`src/rtl/acia_pkg.sv`:
```
// ============================================================================
// Module   : acia_pkg
// Brief    : Register bit map, control codes and FSM encodings for acia_uart.
// Revision : 1.0 - initial release
// ============================================================================
`default_nettype none

package acia_pkg;

    localparam int c_bit_rdrf = 0;
    localparam int c_bit_tdre = 1;
    localparam int c_bit_fe   = 4;
    localparam int c_bit_ovrn = 5;
    localparam int c_bit_irq  = 7;

    localparam logic [1:0] c_mreset_code = 2'b11;
    localparam logic [1:0] c_tie_code    = 2'b01;

    typedef enum logic [1:0] {
        RX_IDLE  = 2'd0,
        RX_START = 2'd1,
        RX_DATA  = 2'd2,
        RX_STOP  = 2'd3
    } rx_state_t;

    typedef enum logic [1:0] {
        TX_IDLE  = 2'd0,
        TX_START = 2'd1,
        TX_DATA  = 2'd2,
        TX_STOP  = 2'd3
    } tx_state_t;

endpackage

`default_nettype wire

```
`src/rtl/acia_rx.sv`:
```
// ============================================================================
// Module   : acia_rx
// Brief    : 8N1 receiver: rx synchroniser, mid-bit sampling FSM, byte strobe.
// Revision : 1.0 - initial release
// ============================================================================
`default_nettype none

module acia_rx
    import acia_pkg::*;
#(
    parameter int BIT_DIV = 139
) (
    input  logic       clk,
    input  logic       reset,
    input  logic       clear,
    input  logic       rx,
    output logic       byte_valid,
    output logic [7:0] byte_data,
    output logic       frame_err,
    output logic       busy
);

    localparam logic [15:0] c_full = 16'(BIT_DIV - 1);
    localparam logic [15:0] c_half = 16'(BIT_DIV / 2 - 1);

    logic [1:0]  r_sync;
    logic        r_rx_prev;
    rx_state_t   r_state;
    rx_state_t   w_state_n;
    logic [15:0] r_cnt;
    logic [15:0] w_cnt_n;
    logic [2:0]  r_bit;
    logic [2:0]  w_bit_n;
    logic [7:0]  r_shift;
    logic [7:0]  w_shift_n;
    logic        w_rxs;
    logic        w_fall;
    logic        w_expire;

    assign w_rxs    = r_sync[1];
    assign w_fall   = r_rx_prev & ~w_rxs;
    assign w_expire = (r_cnt == 16'd0);

    always_ff @(posedge clk) begin
        if (reset) begin
            r_sync    <= 2'b11;
            r_rx_prev <= 1'b1;
        end else begin
            r_sync    <= {r_sync[0], rx};
            r_rx_prev <= w_rxs;
        end
    end

    always_ff @(posedge clk) begin
        if (reset || clear) begin
            r_state <= RX_IDLE;
            r_cnt   <= 16'd0;
            r_bit   <= 3'd0;
            r_shift <= 8'd0;
        end else begin
            r_state <= w_state_n;
            r_cnt   <= w_cnt_n;
            r_bit   <= w_bit_n;
            r_shift <= w_shift_n;
        end
    end

    // Counter is loaded with (period - 1) so a state lasts exactly one period.
    always_comb begin
        w_state_n  = r_state;
        w_cnt_n    = r_cnt;
        w_bit_n    = r_bit;
        w_shift_n  = r_shift;
        byte_valid = 1'b0;
        case (r_state)
            RX_IDLE: begin
                if (w_fall) begin
                    w_state_n = RX_START;
                    w_cnt_n   = c_half;
                end
            end
            RX_START: begin
                if (!w_expire) begin
                    w_cnt_n = r_cnt - 16'd1;
                end else if (!w_rxs) begin
                    w_state_n = RX_DATA;
                    w_cnt_n   = c_full;
                    w_bit_n   = 3'd0;
                end else begin
                    w_state_n = RX_IDLE;
                end
            end
            RX_DATA: begin
                if (!w_expire) begin
                    w_cnt_n = r_cnt - 16'd1;
                end else begin
                    w_shift_n = {w_rxs, r_shift[7:1]};
                    w_cnt_n   = c_full;
                    if (r_bit == 3'd7) begin
                        w_state_n = RX_STOP;
                    end else begin
                        w_bit_n = r_bit + 3'd1;
                    end
                end
            end
            RX_STOP: begin
                if (!w_expire) begin
                    w_cnt_n = r_cnt - 16'd1;
                end else begin
                    byte_valid = 1'b1;
                    w_state_n  = RX_IDLE;
                end
            end
            default: w_state_n = RX_IDLE;
        endcase
    end

    assign byte_data = r_shift;
    assign frame_err = ~w_rxs;
    assign busy      = (r_state != RX_IDLE);

endmodule

`default_nettype wire

```
`src/rtl/acia_uart.sv`:
```
// ============================================================================
// Module   : acia_uart
// Brief    : 6850-style ACIA: status/control and data registers, 8N1 TX/RX, irq.
// Revision : 1.0 - initial release
// ============================================================================
`default_nettype none

module acia_uart
    import acia_pkg::*;
#(
    parameter int BIT_DIV = 139
) (
    input  logic       clk,
    input  logic       reset,
    input  logic       cs,
    input  logic       we,
    input  logic       rs,
    input  logic [7:0] din,
    output logic [7:0] dout,
    input  logic       rx,
    output logic       tx,
    output logic       irq,
    output logic       acia_diag
);

    localparam logic [15:0] c_full = 16'(BIT_DIV - 1);

    logic        r_cs_prev;
    logic        w_strobe;
    logic        w_ctrl_wr;
    logic        w_mreset;
    logic        w_data_rd;
    logic        w_data_wr;

    logic [7:0]  r_rdr;
    logic [7:0]  r_tdr;
    logic        r_rdrf;
    logic        r_tdre;
    logic        r_fe;
    logic        r_ovrn;
    logic        r_rie;
    logic        r_tie;
    logic        r_irq;
    logic [7:0]  w_status;

    logic        w_rx_valid;
    logic [7:0]  w_rx_byte;
    logic        w_rx_ferr;
    logic        w_rdrf_kept;
    logic        w_fe_kept;
    logic        w_ovrn_kept;

    tx_state_t   r_tx_state;
    tx_state_t   w_tx_state_n;
    logic [15:0] r_tx_cnt;
    logic [15:0] w_tx_cnt_n;
    logic [2:0]  r_tx_bit;
    logic [2:0]  w_tx_bit_n;
    logic [7:0]  r_tx_shift;
    logic [7:0]  w_tx_shift_n;
    logic        r_tx;
    logic        w_tx_n;
    logic        w_tx_load;
    logic        w_tx_expire;

    // Bus side effects fire once per access, on the first cycle of cs.
    always_ff @(posedge clk) begin
        if (reset) begin
            r_cs_prev <= 1'b0;
        end else begin
            r_cs_prev <= cs;
        end
    end

    assign w_strobe  = cs & ~r_cs_prev;
    assign w_ctrl_wr = w_strobe & we & ~rs;
    assign w_mreset  = w_ctrl_wr & (din[1:0] == c_mreset_code);
    assign w_data_rd = w_strobe & ~we & rs;
    assign w_data_wr = w_strobe & we & rs;

    acia_rx #(
        .BIT_DIV (BIT_DIV)
    ) u_rx (
        .clk        (clk),
        .reset      (reset),
        .clear      (w_mreset),
        .rx         (rx),
        .byte_valid (w_rx_valid),
        .byte_data  (w_rx_byte),
        .frame_err  (w_rx_ferr),
        .busy       (acia_diag)
    );

    // A data read in the same cycle as delivery clears first, then the byte loads.
    assign w_rdrf_kept = r_rdrf & ~w_data_rd;
    assign w_fe_kept   = r_fe   & ~w_data_rd;
    assign w_ovrn_kept = r_ovrn & ~w_data_rd;

    always_ff @(posedge clk) begin
        if (reset || w_mreset) begin
            r_rdr  <= 8'd0;
            r_tdr  <= 8'd0;
            r_rdrf <= 1'b0;
            r_tdre <= 1'b1;
            r_fe   <= 1'b0;
            r_ovrn <= 1'b0;
            r_rie  <= 1'b0;
            r_tie  <= 1'b0;
            r_irq  <= 1'b0;
        end else begin
            if (w_ctrl_wr) begin
                r_rie <= din[7];
                r_tie <= (din[6:5] == c_tie_code);
            end
            if (w_data_wr) begin
                r_tdr  <= din;
                r_tdre <= 1'b0;
            end else if (w_tx_load) begin
                r_tdre <= 1'b1;
            end
            if (w_rx_valid && !w_rdrf_kept) begin
                r_rdr  <= w_rx_byte;
                r_rdrf <= 1'b1;
                r_fe   <= w_rx_ferr;
                r_ovrn <= w_ovrn_kept;
            end else if (w_rx_valid) begin
                r_fe   <= w_fe_kept | w_rx_ferr;
                r_ovrn <= 1'b1;
            end else begin
                r_rdrf <= w_rdrf_kept;
                r_fe   <= w_fe_kept;
                r_ovrn <= w_ovrn_kept;
            end
            r_irq <= (r_rie & (r_rdrf | r_ovrn)) | (r_tie & r_tdre);
        end
    end

    always_comb begin
        w_status             = 8'd0;
        w_status[c_bit_rdrf] = r_rdrf;
        w_status[c_bit_tdre] = r_tdre;
        w_status[c_bit_fe]   = r_fe;
        w_status[c_bit_ovrn] = r_ovrn;
        w_status[c_bit_irq]  = r_irq;
    end

    assign dout = rs ? r_rdr : w_status;
    assign irq  = r_irq;
    assign tx   = r_tx;

    always_ff @(posedge clk) begin
        if (reset || w_mreset) begin
            r_tx_state <= TX_IDLE;
            r_tx_cnt   <= 16'd0;
            r_tx_bit   <= 3'd0;
            r_tx_shift <= 8'd0;
            r_tx       <= 1'b1;
        end else begin
            r_tx_state <= w_tx_state_n;
            r_tx_cnt   <= w_tx_cnt_n;
            r_tx_bit   <= w_tx_bit_n;
            r_tx_shift <= w_tx_shift_n;
            r_tx       <= w_tx_n;
        end
    end

    assign w_tx_expire = (r_tx_cnt == 16'd0);

    // The line level is registered from the next state, so each state spans BIT_DIV clks.
    always_comb begin
        w_tx_state_n = r_tx_state;
        w_tx_cnt_n   = r_tx_cnt;
        w_tx_bit_n   = r_tx_bit;
        w_tx_shift_n = r_tx_shift;
        w_tx_n       = r_tx;
        w_tx_load    = 1'b0;
        case (r_tx_state)
            TX_IDLE: begin
                w_tx_n = 1'b1;
                if (!r_tdre) begin
                    w_tx_load    = 1'b1;
                    w_tx_shift_n = r_tdr;
                    w_tx_state_n = TX_START;
                    w_tx_cnt_n   = c_full;
                    w_tx_n       = 1'b0;
                end
            end
            TX_START: begin
                if (!w_tx_expire) begin
                    w_tx_cnt_n = r_tx_cnt - 16'd1;
                end else begin
                    w_tx_state_n = TX_DATA;
                    w_tx_cnt_n   = c_full;
                    w_tx_bit_n   = 3'd0;
                    w_tx_n       = r_tx_shift[0];
                end
            end
            TX_DATA: begin
                if (!w_tx_expire) begin
                    w_tx_cnt_n = r_tx_cnt - 16'd1;
                end else begin
                    w_tx_cnt_n = c_full;
                    if (r_tx_bit == 3'd7) begin
                        w_tx_state_n = TX_STOP;
                        w_tx_n       = 1'b1;
                    end else begin
                        w_tx_shift_n = {1'b1, r_tx_shift[7:1]};
                        w_tx_bit_n   = r_tx_bit + 3'd1;
                        w_tx_n       = r_tx_shift[1];
                    end
                end
            end
            TX_STOP: begin
                if (!w_tx_expire) begin
                    w_tx_cnt_n = r_tx_cnt - 16'd1;
                end else if (!r_tdre) begin
                    w_tx_load    = 1'b1;
                    w_tx_shift_n = r_tdr;
                    w_tx_state_n = TX_START;
                    w_tx_cnt_n   = c_full;
                    w_tx_n       = 1'b0;
                end else begin
                    w_tx_state_n = TX_IDLE;
                    w_tx_n       = 1'b1;
                end
            end
            default: begin
                w_tx_state_n = TX_IDLE;
                w_tx_n       = 1'b1;
            end
        endcase
    end

endmodule

`default_nettype wire
```
`config.mk`:
```
export PLATFORM = sky130hd
export DESIGN_NAME = acia_uart
export DESIGN_NICKNAME = d
export VERILOG_FILES = /design/src/rtl/acia_pkg.sv /design/src/rtl/acia_rx.sv /design/src/rtl/acia_uart.sv
export SDC_FILE = /design/constraint.sdc
export NUM_CORES = 1
export LEC_CHECK = 0
export ABC_AREA = 1
export CAP_MARGIN = 20
export CORE_ASPECT_RATIO = 0.6
export CORE_MARGIN = 2
export CORE_UTILIZATION = 40
export DETAILED_ROUTE_END_ITERATION = 7
export REMOVE_ABC_BUFFERS = 1
export SLEW_MARGIN = 0
export SYNTH_ARGS = -nofsm -noshare
export SYNTH_HDL_FRONTEND = slang
export SYNTH_HIERARCHICAL = 1
export SYNTH_SLANG_ARGS = --single-unit
```
`constraint.sdc`:
```
create_clock -name clk -period 1.9 [get_ports clk]
set_clock_uncertainty 0.2 [all_clocks]
set_input_delay 0.57 -clock clk [delete_from_list [all_inputs] [get_ports clk]]
set_output_delay 0.57 -clock clk [all_outputs]
set_load 0.05 [all_outputs]
```
==> results.py, run 1 <==
metrics = {
    "cts": {
        "cts_made_buffers": 9,
        "insertion_delay_ns": 0.34,
        "htreeDepth": 3,
        "clockBufferDepth": 2,
        "clkTransAtPathRegs_ns": 0.06,
        "cts_sinks": 86,
        "cts_hold_buf": 0,
        "cts_tree": "yes",
        "ctsRootBufferMaster": "clkbuf_16",
    },
    "critical_path": {
        "worstSetupStartpointType": "input port",
        "r2r_end": "u_rx/r_cnt[9]",
        "r2r-start": "u_rx/r_state[0]",
        "cpMostUsedCell": "buf_12",
        "crit_path_end_kind": "output pin",
        "cpMaxStageDelayCell": "buf_12",
        "arrival_ns": 1.15,
        "worstRegToRegCells": 10,
        "crit_family": "buffers and inverters",
        "cpPeakStageDelay_ns": 0.15,
        "critical_path_class": "in -> out",
        "crit_fanout": 7,
        "rrSetupSlack_ns": 0.10,
        "path_buf_inv": 4,
        "crit_chain": "buf_12 > buf_12 > clkinv_8 > nand2_4 > nand2_4 > buf_12",
        "worstPathRequired_ns": 1.13,
    },
    "power": {
        "p_comb_share_pct": 54.0,
        "power.clock.fraction_pct": 19.5,
        "powerDensity_mw_per_mm2": 1440,
        "p_sw_w": 0.00398,
        "p_leak_nw": 2.71,
        "power.internal_w": 0.00501,
        "peakVddDrop_v": 0.000651,
        "switching_share_pct": 44.3,
        "total_power_w": 0.00899,
        "pwr-share-seq_pct": 26.5,
    },
    "global_routing": {
        "use_met2_pct": 28.6,
        "grtUsageMet1_pct": 31.0,
        "grt_first_pass_wirelength_mm": 20.3,
        "grt_pass1_vias": 4164,
        "grt_use_total_pct": 20.3,
        "grt_max_degree": 32,
        "antenna_found_initial": 0,
        "grt-busiest-layer": "met1",
        "grt-ovfl-total": 0,
        "use_met3_pct": 4.59,
    },
    "sta": {
        "rsz0062_at_grt": "true",
        "setup_ws_ns": -0.0228,
        "setup_violations": 5,
        "tightest_slew_ns": 0.344,
        "maxSlewViolCount": 0,
        "hold_violations": 0,
        "fmax_mhz": 520,
        "fin_crit_ns": 1.92,
        "finalSetupTns_ns": -0.0690,
        "period_share_pct": 101,
        "slew_headroom_pct": 76.9,
    },
    "floorplan": {
        "num_rows": 30,
        "initial_core_util_pct": 41.4,
        "coreArea_sq_mm": 0.0114,
        "dieWidth_microns": 144,
        "die_h_microns": 88.1,
        "die_area_sq_mm": 0.0127,
        "pin_count": 25,
    },
    "placement": {
        "dp_cells": 899,
        "port_buffers": 24,
        "dp_hpwl_mm": 8.75,
        "place_congestion": 0.906,
        "place_area_sq_mm": 0.00552,
    },
    "final_layout": {
        "area_delta_synth_final_pct": 32.1,
        "instances_no_fill": 923,
        "fillers": 1062,
        "insertedDiodeCount": 0,
        "drive_gt1_share_pct": 23.2,
        "design_area_sq_mm": 0.00623,
        "fin_nets": 790,
        "utilization_pct": 54.7,
    },
    "synth": {
        "yosysWarnings": 6,
        "synthArstFlopShare_pct": 0,
        "ys_seq_area_share_pct": 36.5,
        "ys_types": 38,
        "synthTopCellsByArea": "dfxtp_1 37%, nand2_1 14%, a21oi_1 6.9%",
        "synthesis.area_per_instance_sq_um": 6.85,
        "synth_edf_count": 0,
        "synth-main-ff-cell": "dfxtp_1",
        "synth_common_cells": "180 x nand2_1, 86 x dfxtp_1, 75 x nor2_1",
        "ys_ff_latch": 86,
        "post-synth-top-count-cell": "nand2_1",
        "synth.largest_area_cell": "dfxtp_1",
        "syn_inst": 688,
        "synth_top_area_share_pct": 36.5,
        "syn_area_sq_mm": 0.00471,
    },
    "worst_hold_path": {
        "hold_path_class": "reg -> reg",
        "min_to": "u_rx/r_sync[1]",
        "whs_path_depth": 1,
        "min-delay-start": "u_rx/r_sync[0]",
    },
    "status": {
        "outcome": "finished, violations left",
        "failed_checks": "setup timing",
    },
    "drt": {
        "totalWireLength_mm": 12.5,
        "wl_per_cell_microns": 13.6,
        "first_pass_iters": 5,
        "first_iter_violations": 307,
        "dr_total_vias": 4645,
        "drc": 0,
        "ant_nets": 0,
        "routed_via_density": 5.03,
    },
    "flow_run": {
        "cap_violations": 0,
    },
}
[layout by cell type (no fill, tap or decap), types with 4 or more instances in the layout]
cell type        instances
nand3_1                 39
xor2_1                   6
nor3_1                   8
dfxtp_2                  5
nor2_4                  10
buf_6                    5
nand2_1                165
dfxtp_1                 80
inv_4                    4
o21ai_1                 12
clkbuf_16               11
inv_1                   61
nand2_2                 14
a21oi_1                 65
inv_2                   11
nand4_1                 23
nor2_2                  12
clkdlybuf4s50_1         10
buf_12                  14
o21ai_0                 18
nor2_1                  67
ha_1                    11
nand2_4                 11
buf_4                   48
xnor2_1                  4
[power by group through the flow]
stage | registers (W) | logic [W] | clock network, W
finish | 0.00238 | 0.00485 | 0.00175
global route | 0.00243 | 0.00535 | 0.00189
CTS | 0.00236 | 0.00452 | 0.00180
detailed placement | 0.00239 | 0.00429 | 0
global placement | 0.00238 | 0.00419 | 0
floorplan | 0.00237 | 0.00298 | 0
[how the worst max path moves through the flow]
stage / startpoint / end / depth (start not counted)
6_report: rs / dout[4] / 6
3_5_place_dp: rs / dout[5] / 5
4_1_cts: rs / dout[7] / 6
5_1_grt: rs / dout[7] / 6
3_3_place_gp: rs / dout[5] / 5
2_1_floorplan: r_tdre / dout[1] / 2
[routing by layer]
metal  vias up  share of wire (%)
met5         -                  0
met4         0               0.95
met3        10                5.2
met2       119                 40
met1      2144                 54
li1       2372                  -
[sequential cells by signal, summed over array words and instances, names as in the netlist, 2 cells and up, named ones only]
register and cells:
r_tx_shift 8, r_tx_state 2, r_rdr 8, u_rx/r_cnt 16, u_rx/r_sync 2, r_tx_bit 3, r_tx_cnt 16, u_rx/byte_data 8
u_rx/r_bit 3, r_tdr 8
[final cells by class]
class                           count  area, sq um  share of cell area, %
Clock buffer                       11          243                   3.90
Tap cell                          160          200                   3.22
Clock inverter                      4         47.5                  0.764
Multi-Input combinational cell    502         2780                   44.7
Timing Repair Buffer               82          900                   14.4
Sequential cell                    86         1730                   27.8
Inverter                           78          320                   5.14
[worst reg2reg max path, cell delays in order (launching register included)]
cell,delay [ns]
dfxtp_4,0.35
buf_4,0.15
ha_1,0.22
inv_2,0.11
nand2_2,0.09
nand3_2,0.10
nand2_4,0.09
inv_6,0.14
nand2_4,0.09
nand2_8,0.11
a21oi_1,0.05
[kinds of logic after synthesis]
group / share of synthesized area, %
AO/OA/AOI/OAI: 13.4
XOR/XNOR: 1.86
adder cells (fa/ha/maj): 4.51
buffers and inverters: 9.24
flip-flops: 36.5
AND/OR/NAND/NOR: 34.5
[metrics by stage]
step / worst slack (ns) / hold slack [ns]
floorplan: -0.722 / 0.189
global placement: -0.498 / 0.194
detailed placement: -0.526 / 0.192
CTS: -0.0443 / 0.207
global route: -0.0400 / 0.222
finish: -0.0228 / 0.206
[repair_timing]
action / 4_1_cts / 5_1_grt
setup endpoints to repair: 71 / 88
resized for setup: 48 / 58
buffers inserted: 3 / 6
pin swaps: 7 / 10
gates cloned: 1 / 2
Note: power is estimated with default switching activity, not from simulation.
==> inputs of run 2 (changes only) <==
- CELL_PAD_IN_SITES_DETAIL_PLACEMENT: unset -> 1
- CELL_PAD_IN_SITES_GLOBAL_PLACEMENT: unset -> 2
- CORE_UTILIZATION: 40 -> 31
- PLACE_DENSITY_LB_ADDON: unset -> 0.1
==> results.py, run 2 (synthesized netlist as in run 1, its figures left out) <==
metrics = {
    "cts": {
        "htreeDepth": 3,
        "insertion_delay_ns": 0.34,
        "cts_tree": "yes",
        "cts_sinks": 86,
        "cts_made_buffers": 9,
        "ctsRootBufferMaster": "clkbuf_16",
        "cts_hold_buf": 0,
        "clkTransAtPathRegs_ns": 0.07,
        "clockBufferDepth": 2,
    },
    "final_layout": {
        "mostFrequentLayoutCells": "161 x nand2_1, 81 x dfxtp_1, 70 x buf_4, 65 x nor2_1, 58 x inv_1",
        "fin_nets": 815,
        "insertedDiodeCount": 0,
        "area_delta_synth_final_pct": 39.8,
        "largestRegisters": "r_tx_cnt (16), u_rx/r_cnt (16)",
        "drive_gt1_share_pct": 28.8,
        "utilization_pct": 44.9,
        "design_area_sq_mm": 0.00659,
        "final_common_cell": "nand2_1",
        "fillers": 1839,
    },
    "drt": {
        "first_pass_iters": 4,
        "dr_total_vias": 4715,
        "first_iter_violations": 183,
        "routed_via_density": 4.78,
        "ant_nets": 0,
        "wl_per_cell_microns": 15.5,
        "totalWireLength_mm": 15.3,
        "drc": 0,
    },
    "worst_hold_path": {
        "whs_path_depth": 1,
        "hold_path_class": "reg -> reg",
    },
    "placement": {
        "place_area_sq_mm": 0.00565,
        "port_buffers": 24,
        "dp_hpwl_mm": 11.0,
        "place_congestion": 0.792,
    },
    "floorplan": {
        "die_h_microns": 99.5,
        "dieWidth_microns": 163,
        "pin_count": 25,
        "coreArea_sq_mm": 0.0147,
        "die_area_sq_mm": 0.0162,
        "num_rows": 34,
        "initial_core_util_pct": 32.1,
    },
    "sta": {
        "maxSlewViolCount": 0,
        "tightest_slew_ns": 0.378,
        "rsz0062_at_grt": "true",
        "fmax_mhz": 516,
        "slew_headroom_pct": 74.6,
        "fin_worst_hold_slack_ns": 0.226,
        "fin_crit_ns": 1.94,
        "period_share_pct": 102,
        "setup_violations": 7,
        "setup_ws_ns": -0.0377,
        "hold_violations": 0,
    },
    "global_routing": {
        "grt_first_pass_wirelength_mm": 25.0,
        "grt_use_total_pct": 19.7,
        "grt_pass1_vias": 4712,
        "grt-ovfl-total": 0,
        "antenna_found_initial": 0,
        "grt_max_degree": 18,
    },
    "power": {
        "powerDensity_mw_per_mm2": 1470,
        "p_leak_nw": 2.86,
        "peakVddDrop_v": 0.000520,
    },
    "status": {
        "failed_checks": "setup timing",
        "outcome": "finished, violations left",
    },
    "critical_path": {
        "worstPathRequired_ns": 1.13,
        "crit_fanout": 6,
        "critical_path_class": "in -> out",
        "worstSetupStartpointType": "input port",
        "crit_path_end_kind": "output pin",
        "arrival_ns": 1.17,
        "worstRegToRegCells": 11,
    },
    "flow_run": {
        "cap_violations": 0,
    },
}
## run 2: worst paths after layout
path                                startpoint  slack [ns]              to
worst min register to register  u_rx/r_sync[0]        0.23  u_rx/r_sync[1]
worst min-delay path            u_rx/r_sync[0]        0.23  u_rx/r_sync[1]
worst max register to register       flip-flop        0.09  u_rx/r_cnt[13]
worst max-delay path                        rs       -0.04         dout[6]
## run 2: stage by stage
| stage | worst slack [ns] | TNS, ns | power, W | instances |
|---|---|---|---|---|
| global placement | -0.567 | -43.01 | 0.00697 | 949 |
| finish | -0.0377 | -0.158 | 0.00971 | 987 |
| CTS | -0.0371 | -0.204 | 0.00936 | 984 |
| detailed placement | -0.663 | -45.99 | 0.00710 | 949 |
| floorplan | -0.722 | -17.29 | 0.00535 | 666 |
| global route | -0.0602 | -0.720 | 0.0105 | 987 |
## run 2: repair_timing
| action | 4_1_cts | 5_1_grt |
|---|---|---|
| setup buffers | 18 | 3 |
| setup endpoints to repair | 91 | 86 |
| resized for setup | 71 | 71 |
| pin swaps | 13 | 12 |
| cloned | 4 | 0 |
## run 2: worst max-delay path, cell delays in order
cell,delay [ns]
buf_8,0.11
buf_12,0.14
buf_8,0.12
nand2_2,0.05
inv_2,0.04
buf_12,0.13
## run 2: area by class of cell
class,count,area (sq um),share of cell area [%]
multi-input combinational,503,2880,43.6
sequential,86,1730,26.3
timing repair buffer,106,1100,16.7
inverter,78,320,4.86
tap,198,248,3.76
clock buffer,11,233,3.53
clock inverter,5,83.8,1.27
## run 2: power breakdown
part	switching (W)	internal [W]
logic	0.00330	0.00209
clock network	0.000772	0.00116
registers	0.000270	0.00212
total	0.00434	0.00537
## run 2: routing by layer
metal / share of wire, % / vias up / track usage (%)
met5: 0 / - / 0
met4: 0.70 / 0 / 3.47
met3: 3.5 / 7 / 3.92
met2: 41 / 58 / 27.8
met1: 55 / 2231 / 30.9
li1: - / 2419 / -
==> inputs of run 3 (changes only) <==
- CTS_CLUSTER_SIZE: unset -> 10
==> results of run 3 <==
The final DEF is identical to that of run 2; final timing and power are the same.
